**src/rtl/cmp_flag_debouncer.sv**
```systemverilog
// Debounces the comparator's one-hot flags into a hysteretic "above" level with
// rise/fall pulses, saturating eq/crossing counters and a sticky illegal-flag error.
module cmp_flag_debouncer #(
  parameter int unsigned DEBOUNCE_LEN = 4,
  parameter int unsigned CNT_W        = 8
) (
  input  logic             clk,
  input  logic             rst_n,
  input  logic             flag_valid,
  input  logic             a_eq_b,
  input  logic             a_grt_b,
  input  logic             a_less_b,
  input  logic             clear,
  output logic             above,
  output logic             rise_pulse,
  output logic             fall_pulse,
  output logic             flag_err,
  output logic [CNT_W-1:0] eq_count,
  output logic [CNT_W-1:0] cross_count
);

  localparam int unsigned      RUN_W    = $clog2(DEBOUNCE_LEN + 1);
  localparam logic [RUN_W-1:0] RUN_ZERO = {RUN_W{1'b0}};
  localparam logic [RUN_W-1:0] RUN_ONE  = RUN_W'(1);
  localparam logic [RUN_W-1:0] RUN_LAST = RUN_W'(DEBOUNCE_LEN);
  localparam logic [CNT_W-1:0] CNT_MAX  = {CNT_W{1'b1}};
  localparam logic [CNT_W-1:0] CNT_ONE  = CNT_W'(1);

  typedef enum logic [1:0] {
    ST_LOW     = 2'd0,
    ST_RISING  = 2'd1,
    ST_HIGH    = 2'd2,
    ST_FALLING = 2'd3
  } state_t;

  function automatic logic is_one_hot3(input logic [2:0] f);
    return (f == 3'b001) || (f == 3'b010) || (f == 3'b100);
  endfunction

  state_t           state_q, state_d;
  logic [RUN_W-1:0] run_q, run_d;
  logic             above_q, above_d;
  logic             rise_q, rise_d;
  logic             fall_q, fall_d;
  logic             err_q, err_d;
  logic [CNT_W-1:0] eq_cnt_q, eq_cnt_d;
  logic [CNT_W-1:0] cross_q, cross_d;

  logic             one_hot_s;
  logic             accept_s;
  logic [RUN_W-1:0] run_inc_s;

  assign one_hot_s = is_one_hot3({a_eq_b, a_grt_b, a_less_b});
  assign accept_s  = flag_valid & one_hot_s;
  assign run_inc_s = run_q + RUN_ONE;

  // Next state: equal samples sit in the hysteresis band and cancel any pending run.
  always_comb begin
    state_d = state_q;
    run_d   = run_q;
    case (state_q)
      ST_LOW: begin
        if (accept_s && a_grt_b) begin
          if (RUN_ONE == RUN_LAST) begin
            state_d = ST_HIGH;
            run_d   = RUN_ZERO;
          end else begin
            state_d = ST_RISING;
            run_d   = RUN_ONE;
          end
        end else if (accept_s) begin
          state_d = ST_LOW;
          run_d   = RUN_ZERO;
        end else begin
          state_d = state_q;
          run_d   = run_q;
        end
      end
      ST_RISING: begin
        if (accept_s && a_grt_b) begin
          if (run_inc_s == RUN_LAST) begin
            state_d = ST_HIGH;
            run_d   = RUN_ZERO;
          end else begin
            state_d = ST_RISING;
            run_d   = run_inc_s;
          end
        end else if (accept_s) begin
          state_d = ST_LOW;
          run_d   = RUN_ZERO;
        end else begin
          state_d = state_q;
          run_d   = run_q;
        end
      end
      ST_HIGH: begin
        if (accept_s && a_less_b) begin
          if (RUN_ONE == RUN_LAST) begin
            state_d = ST_LOW;
            run_d   = RUN_ZERO;
          end else begin
            state_d = ST_FALLING;
            run_d   = RUN_ONE;
          end
        end else if (accept_s) begin
          state_d = ST_HIGH;
          run_d   = RUN_ZERO;
        end else begin
          state_d = state_q;
          run_d   = run_q;
        end
      end
      ST_FALLING: begin
        if (accept_s && a_less_b) begin
          if (run_inc_s == RUN_LAST) begin
            state_d = ST_LOW;
            run_d   = RUN_ZERO;
          end else begin
            state_d = ST_FALLING;
            run_d   = run_inc_s;
          end
        end else if (accept_s) begin
          state_d = ST_HIGH;
          run_d   = RUN_ZERO;
        end else begin
          state_d = state_q;
          run_d   = run_q;
        end
      end
      default: begin
        state_d = ST_LOW;
        run_d   = RUN_ZERO;
      end
    endcase
  end

  // Registered outputs and counters derived from the transition being taken this edge.
  always_comb begin
    above_d = (state_d == ST_HIGH) || (state_d == ST_FALLING);
    rise_d  = (state_d == ST_HIGH) && ((state_q == ST_LOW) || (state_q == ST_RISING));
    fall_d  = (state_d == ST_LOW) && ((state_q == ST_HIGH) || (state_q == ST_FALLING));

    if (clear) begin
      eq_cnt_d = {CNT_W{1'b0}};
    end else if (accept_s && a_eq_b && (eq_cnt_q != CNT_MAX)) begin
      eq_cnt_d = eq_cnt_q + CNT_ONE;
    end else begin
      eq_cnt_d = eq_cnt_q;
    end

    if (clear) begin
      cross_d = {CNT_W{1'b0}};
    end else if ((rise_d || fall_d) && (cross_q != CNT_MAX)) begin
      cross_d = cross_q + CNT_ONE;
    end else begin
      cross_d = cross_q;
    end

    if (clear) begin
      err_d = 1'b0;
    end else if (flag_valid && !one_hot_s) begin
      err_d = 1'b1;
    end else begin
      err_d = err_q;
    end
  end

  // State and output registers with synchronous active-low reset.
  always_ff @(posedge clk) begin
    if (!rst_n) begin
      state_q  <= ST_LOW;
      run_q    <= RUN_ZERO;
      above_q  <= 1'b0;
      rise_q   <= 1'b0;
      fall_q   <= 1'b0;
      err_q    <= 1'b0;
      eq_cnt_q <= {CNT_W{1'b0}};
      cross_q  <= {CNT_W{1'b0}};
    end else begin
      state_q  <= state_d;
      run_q    <= run_d;
      above_q  <= above_d;
      rise_q   <= rise_d;
      fall_q   <= fall_d;
      err_q    <= err_d;
      eq_cnt_q <= eq_cnt_d;
      cross_q  <= cross_d;
    end
  end

  assign above       = above_q;
  assign rise_pulse  = rise_q;
  assign fall_pulse  = fall_q;
  assign flag_err    = err_q;
  assign eq_count    = eq_cnt_q;
  assign cross_count = cross_q;

endmodule
```
**config.mk**
```make
export PLATFORM = sky130hd
export DESIGN_NAME = cmp_flag_debouncer
export DESIGN_NICKNAME = d
export VERILOG_FILES = /design/src/rtl/cmp_flag_debouncer.sv
export SDC_FILE = /design/constraint.sdc
export NUM_CORES = 1
export LEC_CHECK = 0
export CAP_MARGIN = 20
export CORE_MARGIN = 2
export CORE_UTILIZATION = 45
export CTS_BUF_LIST = sky130_fd_sc_hd__clkbuf_8 sky130_fd_sc_hd__clkbuf_16
export CTS_CLUSTER_DIAMETER = 200
export DETAILED_ROUTE_END_ITERATION = 7
export PLACE_DENSITY = 0.77
export SYNTH_ARGS = -nofsm -noshare
export SYNTH_HDL_FRONTEND = slang
export SYNTH_SLANG_ARGS = --single-unit
export TNS_END_PERCENT = 100
```
**constraint.sdc**
```tcl
create_clock -name clk -period 2.1 [get_ports clk]
set_input_delay 0.42 -clock clk [delete_from_list [all_inputs] [get_ports clk]]
set_output_delay 0.42 -clock clk [all_outputs]
set_load 0.05 [all_outputs]
```
==> results of run 1 <==
cell families (layout without fill, tap and decap cells):
family | count (synthesis) | in the layout | share of synthesized area (%)
xor gates and xnor gates | 7 | 7 | 4.861
adders and majority gates | 4 | 4 | 3.968
muxes | 2 | 2 | 1.587
buffers and inverters | 10 | 51 | 3.175
DFF | 24 | 24 | 38.10
and+or+nand+nor | 61 | 61 | 26.29
AOI/OAI and AO/OA | 41 | 41 | 22.02
cell type report:
class | count | share of cell area [%]
repair buffers | 43 | 22.60
clock buffers | 3 | 2.398
well taps | 31 | 2.253
inverters | 5 | 1.090
flip-flops and latches | 24 | 27.91
multi-input cells | 115 | 43.75
Yosys cell counts, types with 3 or more instances:
library cell	n	area share [%]
o31ai_1	3	1.8
nor2b_1	3	1.5
or4_1	3	1.8
nand3_1	10	4.0
nor2_1	11	3.3
nand2b_1	3	1.5
o211ai_1	4	2.4
a211oi_1	3	1.8
nand2_1	13	3.9
dfxtp_1	24	38
nand4_1	3	1.5
inv_1	5	1.5
xor2_1	3	2.1
ha_1	4	4.0
clkbuf_1	3	0.89
o21ai_0	7	2.8
xnor2_1	4	2.8
a21oi_1	12	4.8
per-stage QoR:
stage	instance area (um^2)	TNS, ns	power, mW	hold WS [ns]	utilization [%]
after floorplan	1261	0	0.5039	0.4699	-
after global placement	1659	-2.335	0.5389	0.4509	61.22
after detailed placement	1659	-2.831	0.5415	0.4889	61.22
after CTS	1722	0	0.8044	0.5081	63.53
after global routing	1722	0	0.8350	0.5216	63.53
final	1722	0	0.8028	0.5020	63.53
metal layers:
metal	global-route usage [%]	vias up	routed length (um)
li1	-	645	-
met1	22.98	610	1307
met2	36.29	43	1581
met3	5.442	10	150
met4	5.980	0	40
met5	0	-	0
final timing paths:
check | start | end
hold / removal | flag_err | flag_err
hold reg to reg | flag_err | flag_err
setup reg to reg | state_q[1] | cross_count[0]
setup / recovery | eq_count[3] | eq_count[3]
timing repair:
item | CTS | global route
setup endpoints to repair | 7 | 0
resized for setup | 6 | 0
buffers inserted | 1 | 0
flip-flops by register name, indices dropped and copies added (netlist names), named ones only:
register	flops
cross_count	8
eq_count	8
fall_pulse	1
flag_err	1
rise_pulse	1
run_q	2
state_q	2
power groups by stage:
stage / clock network, mW / logic (mW) / registers, mW
detailed placement: 0 / 0.0708 / 0.471
floorplan: 0 / 0.0300 / 0.474
global route: 0.299 / 0.0757 / 0.460
CTS: 0.275 / 0.0695 / 0.460
global placement: 0 / 0.0685 / 0.470
finish: 0.273 / 0.0696 / 0.460
==> flow_metrics.env, run 1 <==
export IMPL_status="completed"
export IMPL_cp_max_fo=8
export IMPL_drt_iter0_drc=36
export IMPL_numCtsBuffers=3
export IMPL_worst_r2r_setup_slack_ns=0.11
export IMPL_cts_tree="built"
export IMPL_layout_nets=203
export IMPL_arrival_ns=1.60
export IMPL_max_freq_mhz=494.1
export IMPL_grt_pass1_wl_mm=5.313
export IMPL_worst_pin_slew_ns=0.6412
export IMPL_grt_max_degree=13
export IMPL_crit_required_ns=1.68
export IMPL_drive_gt1_share_pct=13.68
export IMPL_cts_hold_buffers=0
export IMPL_crit_path_start_kind="register"
export IMPL_die_x_um=56.94
export IMPL_worst_setup_path_end_kind="output port"
export IMPL_pre_cts_ws_ns=-0.4011
export IMPL_syn_inst=149
export IMPL_async_reset_ff_share_pct=0
export IMPL_ir_worst_vdd_v=0.0005918
export IMPL_fin_skew_ns=0.004213
export IMPL_leakage_nw=0.5859
export IMPL_regArea_um2=480.5
export IMPL_syn_num_nets=160
export IMPL_clk_pin_slew_ns=0.08
export IMPL_final_cell_mix="24 x dfxtp_1, 24 x clkdlybuf4s50_1, 16 x buf_4, 13 x nand2_1, 12 x a21oi_1"
export IMPL_io_buffers=26
export IMPL_r2r_cells=5
export IMPL_fp_dieH_um=56.94
export IMPL_worstSetupPathType="register to output port"
export IMPL_antenna_found_initial=0
export IMPL_hold_viol_final=0
export IMPL_seqPwrFrac_pct=57.3
export IMPL_grt_util_all_layers_pct=20.06
export IMPL_cts_root_buf="clkbuf_8"
export IMPL_swShare_pct=22.78
export IMPL_ios=27
export IMPL_worstHoldPathCells=2
export IMPL_initial_core_util_pct=46.54
export IMPL_cap_violations=0
export IMPL_period_share_pct=96.37
export IMPL_relSlewSlack_pct=57.10
export IMPL_path_delay_family="buffers and inverters"
export IMPL_viasPerCell=5.919
export IMPL_finalCriticalPeriod_ns=2.024
export IMPL_vias=1308
export IMPL_power_per_cell_area_mw_per_mm2=466.3
export IMPL_gp_congestion=0.8455
export IMPL_crit_chain="clkdlybuf4s50_1"
export IMPL_ant_nets=0
export IMPL_yosysSeqAreaShare_pct=38.10
export IMPL_dieArea_mm2=0.003242
export IMPL_totalWireLength_mm=3.080
export IMPL_intPower_uw=619.9
export IMPL_drc=0
export IMPL_slowest_stage="clkdlybuf4s50_1"
export IMPL_ys_types=40
export IMPL_clkPwrFrac_pct=34.0
export IMPL_ys_flop_type="dfxtp_1"
export IMPL_dp_cells=217
export IMPL_p_comb_share_pct=8.7
export IMPL_grt_remaining_overflow=0
export IMPL_final_cells=221
export IMPL_multi_input_area_um2=753.2
export IMPL_coreArea_mm2=0.002710
export IMPL_finalSetupViolations=0
export IMPL_path_depth=1
export IMPL_net_switching_power_uw=182.9
export IMPL_rsz0062_at_grt="false"
export IMPL_diodes=0
export IMPL_ys_ff_latch=24
export IMPL_worstHoldPathType="register to register"
export IMPL_clock_latency_ns=0.26
export IMPL_post_synth_cell_area_avg_um2=8.464
export IMPL_fin_ws_ns=0.07618
export IMPL_fillers=241
export IMPL_dp_hpwl_mm=2.344
export IMPL_yosysWarnings=0
export IMPL_syn_cell_area_mm2=0.001261
export IMPL_synth_edf_count=0
export IMPL_crit_buf_inv=1
export IMPL_cts_buffer_depth=2
export IMPL_finalMaxSlewViolations=0
export IMPL_grt_pass1_vias=1292
export IMPL_wl_per_cell_um=13.94
export IMPL_h_tree_depth=1
export IMPL_rows=19
export IMPL_crit_path_max_incr_delay_ns=0.86
export IMPL_clkSinkCount=24
export IMPL_firstDrtPassIters=4
export IMPL_area_delta_synth_final_pct=36.51
Note: power is estimated with default switching activity, not from simulation.
==> run 2: changes to the inputs <==
CORE_MARGIN = default   (was 2)
==> run 2 against run 1 <==
Fmax down 1.2%. Via count down 1.5%. Wire length up 2.8%. Critical path type unchanged. Critical endpoint unchanged. Highest routed layer unchanged.
==> flow_metrics.env, run 2 (synthesis results as in run 1) <==
export IMPL_grt_pass1_wl_mm=5.009
export IMPL_power_per_cell_area_mw_per_mm2=491.9
export IMPL_rsz0062_at_grt="false"
export IMPL_pre_cts_ws_ns=-0.4655
export IMPL_arrival_ns=1.63
export IMPL_dp_cells=219
export IMPL_grt_util_all_layers_pct=22.52
export IMPL_antenna_found_initial=0
export IMPL_crit_chain="clkdlybuf4s50_1"
export IMPL_numCtsBuffers=3
export IMPL_post_cts_resized_instances=6
export IMPL_relSlewSlack_pct=53.52
export IMPL_viasPerCell=5.776
export IMPL_finalMaxSlewViolations=0
export IMPL_whs_ns=0.4741
export IMPL_layout_nets=205
export IMPL_crit_path_start_kind="register"
export IMPL_initial_core_util_pct=49.12
export IMPL_rows=18
export IMPL_leakage_nw=0.6029
export IMPL_vias=1288
export IMPL_finalSetupViolations=0
export IMPL_totalWireLength_mm=3.165
export IMPL_dp_hpwl_mm=2.308
export IMPL_h_tree_depth=1
export IMPL_status="completed"
export IMPL_cp_max_fo=8
export IMPL_final_cells=223
export IMPL_fin_skew_ns=0.001639
export IMPL_drc=0
export IMPL_cap_violations=0
export IMPL_cts_buffer_depth=2
export IMPL_cts_hold_buffers=0
export IMPL_area_delta_synth_final_pct=38.89
export IMPL_path_delay_family="buffers and inverters"
export IMPL_crit_path_max_incr_delay_ns=0.86
export IMPL_crit_buf_inv=1
export IMPL_max_freq_mhz=488.3
export IMPL_grt_pass1_vias=1111
export IMPL_drt_iter0_drc=46
export IMPL_ir_worst_vdd_v=0.0003115
export IMPL_cts_tree="built"
export IMPL_ios=27
export IMPL_worst_pin_slew_ns=0.6947
export IMPL_io_buffers=26
export IMPL_clk_pin_slew_ns=0.09
export IMPL_die_x_um=54.94
export IMPL_diodes=0
export IMPL_grt_remaining_overflow=0
export IMPL_fp_dieH_um=54.94
export IMPL_wl_per_cell_um=14.19
export IMPL_worstHoldPathType="register to register"
export IMPL_fin_ws_ns=0.05211
export IMPL_crit_required_ns=1.68
export IMPL_ant_nets=0
export IMPL_final_cell_mix="24 x dfxtp_1, 24 x clkdlybuf4s50_1, 18 x buf_4, 13 x nand2_1, 12 x a21oi_1"
export IMPL_fin_area_mm2=0.001752
export IMPL_slowest_stage="clkdlybuf4s50_1"
export IMPL_worstSetupPathType="register to output port"
export IMPL_period_share_pct=97.52
export IMPL_dieArea_mm2=0.003018
export IMPL_drive_gt1_share_pct=14.51
export IMPL_hold_viol_final=0
export IMPL_placed_cell_area_mm2=0.001680
export IMPL_cts_root_buf="clkbuf_8"
export IMPL_finalCriticalPeriod_ns=2.048
export IMPL_grt_max_degree=14
export IMPL_clock_latency_ns=0.27
export IMPL_postCtsSetupBuffers=0
export IMPL_gp_congestion=0.7992
export IMPL_clkSinkCount=24
export IMPL_coreArea_mm2=0.002567
export IMPL_worst_setup_path_end_kind="output port"
export IMPL_firstDrtPassIters=4
run 2: changes by cell type in the layout (fill, tap and decap cells not counted):
cell      change
buf_4         +2
nor4_2        -2
clkbuf_8      +1
nor4_1        +1
nor4_4        +1
run 2: power breakdown:
group	internal (mW)	switching, mW
clock network	0.168	0.162
logic	0.0359	0.0361
registers	0.457	0.00255
total	0.661	0.200
run 2: final cells by class:
class	count	area, um^2
fill	231	815.8
tap	30	37.54
inverter	5	18.77
timing repair buffer	45	404.1
sequential	24	480.5
clock buffer	4	55.05
multi-input combinational	115	755.7
run 2: metal layers:
layer	GRT usage, %	share of wire, %
met5	0	0
met4	6.250	0.63
met3	1.913	4.6
met2	38.96	48
met1	29.73	46
run 2: per-stage QoR:
step | utilization, % | total power, mW | TNS, ns
6_report | 68.23 | 0.8617 | 0
5_1_grt | 68.23 | 0.8870 | 0
4_1_cts | 68.23 | 0.8593 | 0
3_5_place_dp | 65.45 | 0.5430 | -2.914
3_3_place_gp | 65.45 | 0.5416 | -2.473
2_1_floorplan | - | 0.5039 | 0
run 2: final timing paths:
check        slack [ns]              to         from  cells past startpoint
min reg2reg        0.47        flag_err     flag_err                      2
min                0.47        flag_err     flag_err                      2
max                0.05     eq_count[3]  eq_count[3]                      1
max reg2reg        0.09  cross_count[3]   state_q[1]                      4
